File: config.mk
export PLATFORM = sky130hd
export DESIGN_NAME = mcount_sys
export DESIGN_NICKNAME = d
export VERILOG_FILES = /design/src/rtl/mcount_pkg.sv /design/src/rtl/mcount_dec.sv /design/src/rtl/mcount_sys.sv
export SDC_FILE = /design/constraint.sdc
export NUM_CORES = 1
export LEC_CHECK = 0
export CORE_AREA = 5 5 46 48
export CTS_CLUSTER_SIZE = 28
export DETAILED_ROUTE_END_ITERATION = 12
export DIE_AREA = 0 0 51 53
export PLACE_DENSITY = 0.82
export SLEW_MARGIN = 10
export SYNTH_ARGS = -nofsm -noshare
export SYNTH_HDL_FRONTEND = slang
export SYNTH_SLANG_ARGS = --single-unit
File: constraint.sdc
create_clock -name clk -period 5.4 [get_ports clk]
set_input_delay 0.81 -clock clk [delete_from_list [all_inputs] [get_ports clk]]
set_output_delay 0.81 -clock clk [all_outputs]
set_load 0.01 [all_outputs]
File: src/rtl/mcount_pkg.sv
// Shared definitions for the loop-count sequencer family.
// Holds the FSM state encoding and the default count/pass widths
// reused by the multiplier top level.
package mcount_pkg;

  localparam int unsigned DEF_WIDTH  = 4;
  localparam int unsigned DEF_PWIDTH = 4;

  typedef enum logic {
    ST_IDLE = 1'b0,
    ST_RUN  = 1'b1
  } state_t;

endpackage

File: src/rtl/mcount_dec.sv
// Decrement-with-borrow chain plus terminal decodes.
// Ports:
//   value   in  WIDTH  operand
//   dec     out WIDTH  value - 1 (wraps; caller decides whether to use it)
//   is_one  out 1      value == 1
//   is_zero out 1      value == 0
module mcount_dec #(
  parameter int unsigned WIDTH = mcount_pkg::DEF_WIDTH
) (
  input  logic [WIDTH-1:0] value,
  output logic [WIDTH-1:0] dec,
  output logic             is_one,
  output logic             is_zero
);

  logic [WIDTH:0] borrow;

  // Ripple borrow: a bit flips while every lower bit is zero.
  // The borrow out of the top bit means the operand was all zeros.
  always_comb begin
    borrow    = '0;
    dec       = '0;
    borrow[0] = 1'b1;
    for (int i = 0; i < int'(WIDTH); i++) begin
      dec[i]      = value[i] ^ borrow[i];
      borrow[i+1] = borrow[i] & ~value[i];
    end
  end

  assign is_zero = borrow[WIDTH];
  // Bit 0 set and the borrow from the next bit up would reach the top.
  assign is_one  = value[0] & (value[WIDTH-1:1] == '0);

endmodule

File: src/rtl/mcount_sys.sv
// Loadable, zero-holding down-counter that sequences the systolic
// multiply loop, with optional auto-reload, done pulse and a
// saturating pass counter.
// Ports:
//   clk, resetl   clock, async active-low reset
//   cnten         decrement enable
//   cntld         load from mwidth (wins over cnten)
//   mwidth        load value / loop length
//   autorl        on terminal, reload last loaded value and keep running
//   count         count register
//   count1/count0 combinational decodes of count (==1 / ==0)
//   busy          registered, FSM in RUN
//   done          registered one-cycle pulse per completed pass
//   passes        registered, saturating passes since last load
module mcount_sys
  import mcount_pkg::*;
#(
  parameter int unsigned WIDTH  = DEF_WIDTH,
  parameter int unsigned PWIDTH = DEF_PWIDTH
) (
  input  logic              clk,
  input  logic              resetl,
  input  logic              cnten,
  input  logic              cntld,
  input  logic [WIDTH-1:0]  mwidth,
  input  logic              autorl,
  output logic [WIDTH-1:0]  count,
  output logic              count1,
  output logic              count0,
  output logic              busy,
  output logic              done,
  output logic [PWIDTH-1:0] passes
);

  state_t            state_q, state_n;
  logic [WIDTH-1:0]  count_q, count_n;
  logic [WIDTH-1:0]  reload_q, reload_n;
  logic [PWIDTH-1:0] passes_q, passes_n;
  logic              done_q, done_n;

  logic [WIDTH-1:0]  count_dec;
  logic              is_one;
  logic              is_zero;
  logic [PWIDTH-1:0] passes_inc;

  mcount_dec #(.WIDTH(WIDTH)) u_dec (
    .value   (count_q),
    .dec     (count_dec),
    .is_one  (is_one),
    .is_zero (is_zero)
  );

  // Pass counter sticks at all-ones.
  assign passes_inc = (&passes_q) ? passes_q : passes_q + PWIDTH'(1);

  // Next-state: load > decrement > hold; done defaults low every cycle.
  always_comb begin
    state_n  = state_q;
    count_n  = count_q;
    reload_n = reload_q;
    passes_n = passes_q;
    done_n   = 1'b0;
    if (cntld) begin
      count_n  = mwidth;
      reload_n = mwidth;
      passes_n = '0;
      state_n  = (mwidth != '0) ? ST_RUN : ST_IDLE;
    end else if (cnten && (state_q == ST_RUN) && !is_zero) begin
      if (is_one) begin
        done_n   = 1'b1;
        passes_n = passes_inc;
        if (autorl) begin
          count_n = reload_q;
        end else begin
          count_n = '0;
          state_n = ST_IDLE;
        end
      end else begin
        count_n = count_dec;
      end
    end
  end

  // State and output registers.
  always_ff @(posedge clk or negedge resetl) begin
    if (!resetl) begin
      state_q  <= ST_IDLE;
      count_q  <= '0;
      reload_q <= '0;
      passes_q <= '0;
      done_q   <= 1'b0;
    end else begin
      state_q  <= state_n;
      count_q  <= count_n;
      reload_q <= reload_n;
      passes_q <= passes_n;
      done_q   <= done_n;
    end
  end

  assign count  = count_q;
  assign count1 = is_one;
  assign count0 = is_zero;
  assign busy   = (state_q == ST_RUN);
  assign done   = done_q;
  assign passes = passes_q;

endmodule

[Word-level counts from Yosys, hierarchy flattened]
Index checks and enable logic that the tools add are counted.
Operators by class
  add/sub/neg operators: 1
  eq/ne operators: 2
  multiplexer cells: 16
  bitwise gates (word level): 11
  reduce and logical (&&, ||, !) cells: 10
Operator list (number)
  $mux 4: 8
  $mux 1: 8
  $reduce_and 3->1: 2
  $add 4x1->4 const B: 1
  $and 1x1->1: 4
  $ne 2x2->1 const B: 2
  $not 1->1: 4
  $reduce_and 4->1: 1
  $reduce_bool 2->1: 2
  $reduce_bool 4->1: 1
  $logic_not 3->1: 1
  $xor 1x1->1: 3
  $logic_and 1x1->1: 2
  $logic_not 1->1: 1
Storage, ports and cells
  bits in registers: 14
  input port bits: 9

[Depth between registers and ports, before layout]
Gate-level depths: netlist (run 1).
  depth after elaboration: 8
  depth in mapped cells: 7
  mapped depth without buffers: 7

[Cells and area by module]
A second synthesis (run 1) with hierarchy kept.
Unflattened totals
  cell total of the unflattened synthesis: 79
  area, all modules: 818.3 µm²
Modules (own cells, without submodules)
  mcount_sys: times used 1, cells each 68, area each 739.5 µm², seq. area each 350.3 µm²
  mcount_dec: times used 1, cells each 11, area each 78.8 µm², seq. area each 0.0 µm²

[Worst setup path before layout (run 1)]
No wires, ideal clock.
  kind: register -> register
  start point: reg count_q[0] (netlist: count[0])
  end point: reg passes_q[3] (netlist: passes[3])
  data arrival time: 1.984 ns
  data required time: 5.272 ns
  setup slack: 3.288 ns
  stages on the path, launching flop included: 8
  path buffers: 0
  path through: dfrtp_1 -> inv_1 -> ha_1 -> ha_1 -> ha_1 -> nand3b_1 -> nor4_4 -> mux2_1
On the way
  word-level cells in the longest chain between the ends: 8
Ends and longest elaborated chain
  from (decl): RTL line mcount_sys.sv:36  | logic [WIDTH-1:0] count_q, count_n;
  from (signal assigned): RTL line mcount_sys.sv:94  | count_q <= count_n;
  $not 1->1: RTL line mcount_dec.sv:26  | borrow[i+1] = borrow[i] & ~value[i];
  $and 1x1->1 (3 in a row): RTL line mcount_dec.sv:26
  named net count0: RTL line mcount_sys.sv:29  | output logic count0,
  $logic_not 1->1: RTL line mcount_sys.sv:68  | end else if (cnten && (state_q == ST_RUN) && !is_zero) begin
  $logic_and 1x1->1: RTL line mcount_sys.sv:68
  $reduce_bool 2->1 (no source line)
  $reduce_and 3->1 (no source line)
  to (signal assigned): RTL line mcount_sys.sv:96  | passes_q <= passes_n;
  to (decl): RTL line mcount_sys.sv:38  | logic [PWIDTH-1:0] passes_q, passes_n;
The timed path passes the listed nets, and every way through them passes these cells.
A chain may end at the register's enable or synchronous reset.

[Final worst setup path (run 1)]
  start point: reg count_q[2] (netlist: count[2])
  end point: out count1
On the way
  word-level cells in the longest chain between the ends: 2
Ends and longest elaborated chain
  $logic_not 3->1: RTL line mcount_dec.sv:32  | assign is_one = value[0] & (value[WIDTH-1:1] == '0);
  $and 1x1->1: RTL line mcount_dec.sv:32
  to (decl): RTL line mcount_sys.sv:28  | output logic count1,
Every way passes these cells.

==> reports/qor.csv, run 1 <==
stage;metric;value;unit
status;status;completed;
timing;fmax;343;MHz
logic_synthesis;syn_inst;72;
worst_hold_path;hold_path.class;reg -> reg;
logic_synthesis;synth_area_leader_cell;dfrtp_1;
floorplanning;core_area;1670;sq um
floorplanning;rows;15;
logic_synthesis;synthArstFlopShare;100;%
logic_synthesis;synth_area;785;sq um
logic_synthesis;synthSimpleGateAreaFrac;19.6;%
setup_path;slowest_delay;0.73;ns
timing;period_minus_slack;2.92;ns
drt;ant_nets;0;
logic_synthesis;synth_top_cell_area_share;44.7;%
logic_synthesis;yosysUniqueCellTypes;28;
setup_path;crit_family;simple AND/OR/NAND/NOR gates;
clock_tree;clockRootBuffer;clkbuf_4;
logic_synthesis;synth_top_family_by_area;simple AND/OR/NAND/NOR gates;
clock_tree;postCtsHoldBufs;0;
floorplanning;die_area;2700;sq um
timing;setup_viol;0;
final_layout;diodes;0;
logic_synthesis;synth-main-ff-cell;dfrtp_1;
clock_tree;post_cts_buffers;0;
clock_tree;cts_sinks;14;
drt;wl;1730;um
setup_path;cp_slowest_cell;or4b_1;
drt;remaining_drc_errors;0;
final_layout;drive_gt1_share;9.78;%
logic_synthesis;synth_edf_count;0;
clock_tree;cts_tree;yes;
final_layout;area_growth;28.7;%
setup_path;crit_type;reg -> out;
floorplanning;pin_count;21;
timing;period_share;54.0;%
placed_design;place_hpwl;1360;um
timing;slew_violations;0;
global_route;antenna_found_initial;0;
global_route;grt_pass1_wl;2880;um
clock_tree;post_cts_resized;0;
logic_synthesis;synthTopCellsByArea;dfrtp_1 45%, ha_1 6.4%, mux2i_1 5.1%, mux2_2 4.3%, a221o_1 3.8%;
timing;skew;0.00441;ns
timing;slew_headroom;48.2;%
clock_tree;clk_path_buf_depth;2;
drt;drt-initial-drc-count;8;
timing;tightest_slew;0.775;ns
final_layout;layout.nets;107;
clock_tree;clock_latency;0.28;ns
logic_synthesis;yosys.area_share.adder;6.38;%
drt;dr.pass1.iters;4;
run;drv_cap;0;
setup_path;worstSetupStartpointType;register;
clock_tree;path_clk_slew;0.08;ns
global_route;overflow;0;
pwr;clock_power_share;24.0;%
drt;wl_per_cell;15.9;um
global_route;grt_max_degree;24;
pwr;power_frac_comb;27.5;%
floorplanning;dieWidth;51;um
setup_path;crit_chain;or4b_1, inv_6, clkdlybuf4s50_1;
drt;viasPerCell;5.64;
timing;rsz0062_at_grt;no;
pwr;power_density;243;nW/um^2
logic_synthesis;yosysWarnings;0;
placed_design;place.gp.congestion;0.850;
logic_synthesis;syn_nets;85;
timing;fin_setup_tns;0;ns
pwr;p_sw;72.2;uW
logic_synthesis;synthMuxAreaShare;12.3;%
pwr;p_leak;0.429;nW
drt;via_count;615;
setup_path;path_buf_inv;2;
floorplanning;start_util;47.0;%
timing;hold_viol_final;0;
global_route;grt_pass1_vias;629;
setup_path;required;4.59;ns
logic_synthesis;yosys-top-cells-count;14 x dfrtp_1, 5 x inv_1, 5 x nor2_1;
pwr;p_int;173;uW
placed_design;port_buffers;20;
setup_path;cp.arrival;2.11;ns
clock_tree;cts_buffers;3;
global_route;grt.total_usage;14.5;%
floorplanning;die_h;53;um
pwr;p_sw_share;29.4;%
logic_synthesis;synth.most_common_cell;dfrtp_1;
logic_synthesis;synthXorXnorAreaFrac;0;%
logic_synthesis;seq_area_frac_synth;44.7;%
logic_synthesis;ys_ff_latch;14;
pwr;p_seq_share;48.5;%
setup_path;worst-path-max-fanout;6;
pwr;peakVddDrop;189;uV
clock_tree;htree_levels;1;
logic_synthesis;synth_compound_area_share;11.2;%
final_layout;fin_util;60.4;%
logic_synthesis;avgSynthCellArea;10.9;sq um
setup_path;crit_path_end_kind;output pin;
==> registers in the layout, indices dropped and copies added, names as in the netlist <==
register and flops:
passes 4, count 4, busy 1, reload_q 4, done 1
==> worst reg2reg max path, delay by kind of cell, from the launching register on <==
kind,cells,cell delay (ns)
mux,1,0.36
simple gates,2,0.70
flops,1,0.40
buf+inv,1,0.08
fa+ha+maj,3,0.59
==> layer usage <==
layer	vias up	routed length [um]	global-route usage, %
li1	305	-	-
met1	295	764	18.2
met2	11	889	24.2
met3	4	41	1.69
met4	0	39	8.07
met5	-	0	0
==> cells in the final DEF, fill, tap and decap left out, drive strengths merged <==
master	n
mux2	5
a221o	3
nand3b	1
nor3	5
mux2i	4
nor2b	3
or4b	1
a311oi	2
clkdlybuf4s50	20
ha	4
and3b	1
nand2	4
dfrtp	14
and3	1
nor4	1
nand2b	2
o21ai	2
clkbuf	3
o31ai	2
o41ai	1
nand3	1
a31oi	1
nor2	5
inv	6
==> power by group through the flow <==
stage | Combinational (mW) | Sequential (mW) | Clock, mW
3_3_place_gp | 0.0663 | 0.120 | 0
3_5_place_dp | 0.0678 | 0.121 | 0
2_1_floorplan | 0.0359 | 0.123 | 0
6_report | 0.0675 | 0.119 | 0.0588
4_1_cts | 0.0683 | 0.119 | 0.0616
5_1_grt | 0.0749 | 0.120 | 0.0663
==> final timing paths <==
kind / start / end / slack [ns] / cells after the start
worst max-delay path: count[2] / count1 / 2.48 / 3
worst min-delay path: reload_q[2] / reload_q[2] / 0.51 / 1
worst max register to register: count[0] / passes[3] / 3.15 / 7
worst min register to register: reload_q[2] / reload_q[2] / 0.51 / 1
max in group asynchronous: resetl / passes[3] / 4.11 / 1
min in group asynchronous: resetl / reload_q[3] / 0.90 / 1
==> stage by stage <==
| stage | setup WS [ns] | cells | total power [mW] | area [sq um] | hold WS, ns |
|---|---|---|---|---|---|
| 4_1_cts | 2.46 | 109 | 0.249 | 1010 | 0.518 |
| 6_report | 2.48 | 109 | 0.245 | 1010 | 0.513 |
| 3_3_place_gp | 2.80 | 106 | 0.186 | 987 | 0.493 |
| 5_1_grt | 2.40 | 109 | 0.261 | 1010 | 0.531 |
| 3_5_place_dp | 2.78 | 106 | 0.189 | 987 | 0.498 |
| 2_1_floorplan | 3.29 | 72 | 0.158 | 785 | 0.481 |
==> cell families after synthesis <==
kind of cell	after synthesis
simple gates	25
flops	14
compound gates	11
buf+inv	9
mux	9
fa+ha+maj	4
==> final cells by class <==
class	instances	area, sq um
multi-input combinational	49	388
fill	136	661
clock buffer	3	22.5
timing repair buffer	20	200
sequential	14	350
inverter	6	27.5
tap	17	21.3
No activity file was read; power rests on OpenSTA's default activity.
==> inputs of run 2 (changes only) <==
- CORE_AREA: 5 5 46 48 -> 5 5 48 50
- DIE_AREA: 0 0 51 53 -> 0 0 53 55
- PLACE_DENSITY: 0.82 -> 0.76
- clock period: 5.4 -> 2.9 ns (I/O delays scaled with it)
==> run 2 against run 1 <==
Net effect: cell area increased by 1.2%; sequential share of layout area decreased by 0.42 points; global-route usage decreased by 1.0 points; highest routed layer unchanged; clock-buffer cell count unchanged; via count decreased by 0.81%.
==> reports/qor.csv, run 2 (synthesis gave the netlist of run 1 again) <==
stage;metric;value;unit
status;status;completed;
placed_design;place.gp.congestion;0.777;
global_route;grt_max_degree;24;
clock_tree;path_clk_slew;0.08;ns
placed_design;post-place-ws;0.669;ns
floorplanning;dieWidth;53;um
global_route;grt_pass1_vias;602;
timing;skew;0.000375;ns
drt;dr.pass1.iters;5;
setup_path;r2r-start;count[0];
global_route;grt_pass1_wl;2750;um
pwr;p_sw;132;uW
timing;slew_violations;0;
final_layout;final_common_cell;clkdlybuf4s50_1;
global_route;grt.total_usage;13.5;%
drt;wl;1670;um
clock_tree;htree_levels;1;
clock_tree;clk_path_buf_depth;2;
clock_tree;clockRootBuffer;clkbuf_4;
timing;hold_viol_final;0;
setup_path;crit_type;reg -> out;
clock_tree;cts_tree;yes;
placed_design;placedCellCount;116;
pwr;clock_power_share;23.6;%
global_route;use_met1;16.8;%
pwr;power_density;445;nW/um^2
setup_path;cp.arrival;2.09;ns
final_layout;finalNonFillerCells;119;
worst_hold_path;hold_end;reload_q[3];
drt;drt-initial-drc-count;8;
setup_path;reg2reg_to;passes[3];
clock_tree;post_cts_buffers;0;
floorplanning;rows;16;
pwr;p_seq_share;48.7;%
final_layout;layout.nets;107;
pwr;p_int;323;uW
setup_path;crit_path_end_kind;output pin;
timing;tightest_slew;0.755;ns
final_layout;mostFrequentLayoutCells;20 x clkdlybuf4s50_1, 14 x dfrtp_1, 5 x inv_1, 5 x nor2_1;
placed_design;port_buffers;20;
pwr;power_frac_comb;27.7;%
drt;wl_per_cell;14.0;um
global_route;grt.met2_usage;20.9;%
drt;via_count;610;
clock_tree;postCtsHoldBufs;0;
floorplanning;start_util;42.1;%
setup_path;worst-path-max-fanout;6;
worst_hold_path;min_path_cells;1;
timing;period_minus_slack;2.53;ns
clock_tree;cts_sinks;14;
worst_hold_path;hold_start;reload_q[3];
global_route;grtUsageMet3;3.75;%
timing;postLayoutSetupSlackWorst;0.374;ns
final_layout;drive_gt1_share;9.78;%
setup_path;reg2reg_slack;0.67;ns
setup_path;worstSetupStartpointType;register;
floorplanning;core_area;1860;sq um
clock_tree;post_cts_resized;0;
setup_path;required;2.47;ns
worst_hold_path;hold_path.class;reg -> reg;
floorplanning;die_area;2920;sq um
drt;remaining_drc_errors;0;
clock_tree;clock_latency;0.27;ns
timing;whs;0.517;ns
final_layout;diodes;0;
global_route;grt_busiest_layer;met2;
floorplanning;die_h;55;um
pwr;peakVddDrop;273;uV
drt;ant_nets;0;
timing;rsz0062_at_grt;no;
timing;period_share;87.1;%
drt;viasPerCell;5.13;
clock_tree;cts_buffers;3;
floorplanning;pin_count;21;
timing;setup_viol;0;
final_layout;area_growth;30.3;%
global_route;overflow;0;
setup_path;reg2reg_depth;7;
timing;fmax;396;MHz
timing;slew_headroom;49.5;%
run;drv_cap;0;
pwr;p_sw_share;29.1;%
global_route;antenna_found_initial;0;
timing;fin_setup_tns;0;ns
pwr;p_leak;0.429;nW
run 2: cell counts in the layout (fill, tap and decap cells not counted):
Identical to the previous run, type by type.
run 2: cell type report:
| cell class | instances | area (sq um) |
|---|---|---|
| multi-input cells | 49 | 388 |
| flip-flops and latches | 14 | 350 |
| repair buffers | 20 | 200 |
| clock buffers | 3 | 22.5 |
| fillers | 151 | 840 |
| inverters | 6 | 27.5 |
| well taps | 27 | 33.8 |
run 2: per-layer routing:
layer,share of wire (%),vias to the layer above
met5,0,-
met1,46,282
met4,2.0,0
met2,48,16
li1,-,307
met3,4.3,5
run 2: worst max path at each step:
stage	slack (ns)	depth (start not counted)	startpoint	end
floorplan	0.79	7	count[0]	passes[3]
global placement	0.69	3	count[2]	count1
detailed placement	0.67	3	count[2]	count1
CTS	0.36	3	count[2]	count1
global route	0.31	3	count[2]	count1
finish	0.37	3	count[2]	count1
run 2: power groups by stage:
stage	logic [mW]	registers (mW)	clock network, mW
2_1_floorplan	0.0669	0.228	0
3_3_place_gp	0.123	0.224	0
3_5_place_dp	0.126	0.226	0
4_1_cts	0.127	0.222	0.111
5_1_grt	0.138	0.224	0.122
6_report	0.126	0.221	0.108
run 2: per-stage QoR:
stage                     area (sq um)  utilization (%)  power, mW
after floorplan                    785                -      0.295
after global placement            1000             53.7      0.347
after detailed placement          1000             53.7      0.352
after CTS                         1020             54.9      0.459
after global routing              1020             54.9      0.484
final                             1020             54.9      0.455
run 2: critical path: stages, from the launching register on:
cell and delay [ns]:
dfrtp_1 0.40, or4b_1 0.72, inv_6 0.15, clkdlybuf4s50_1 0.54
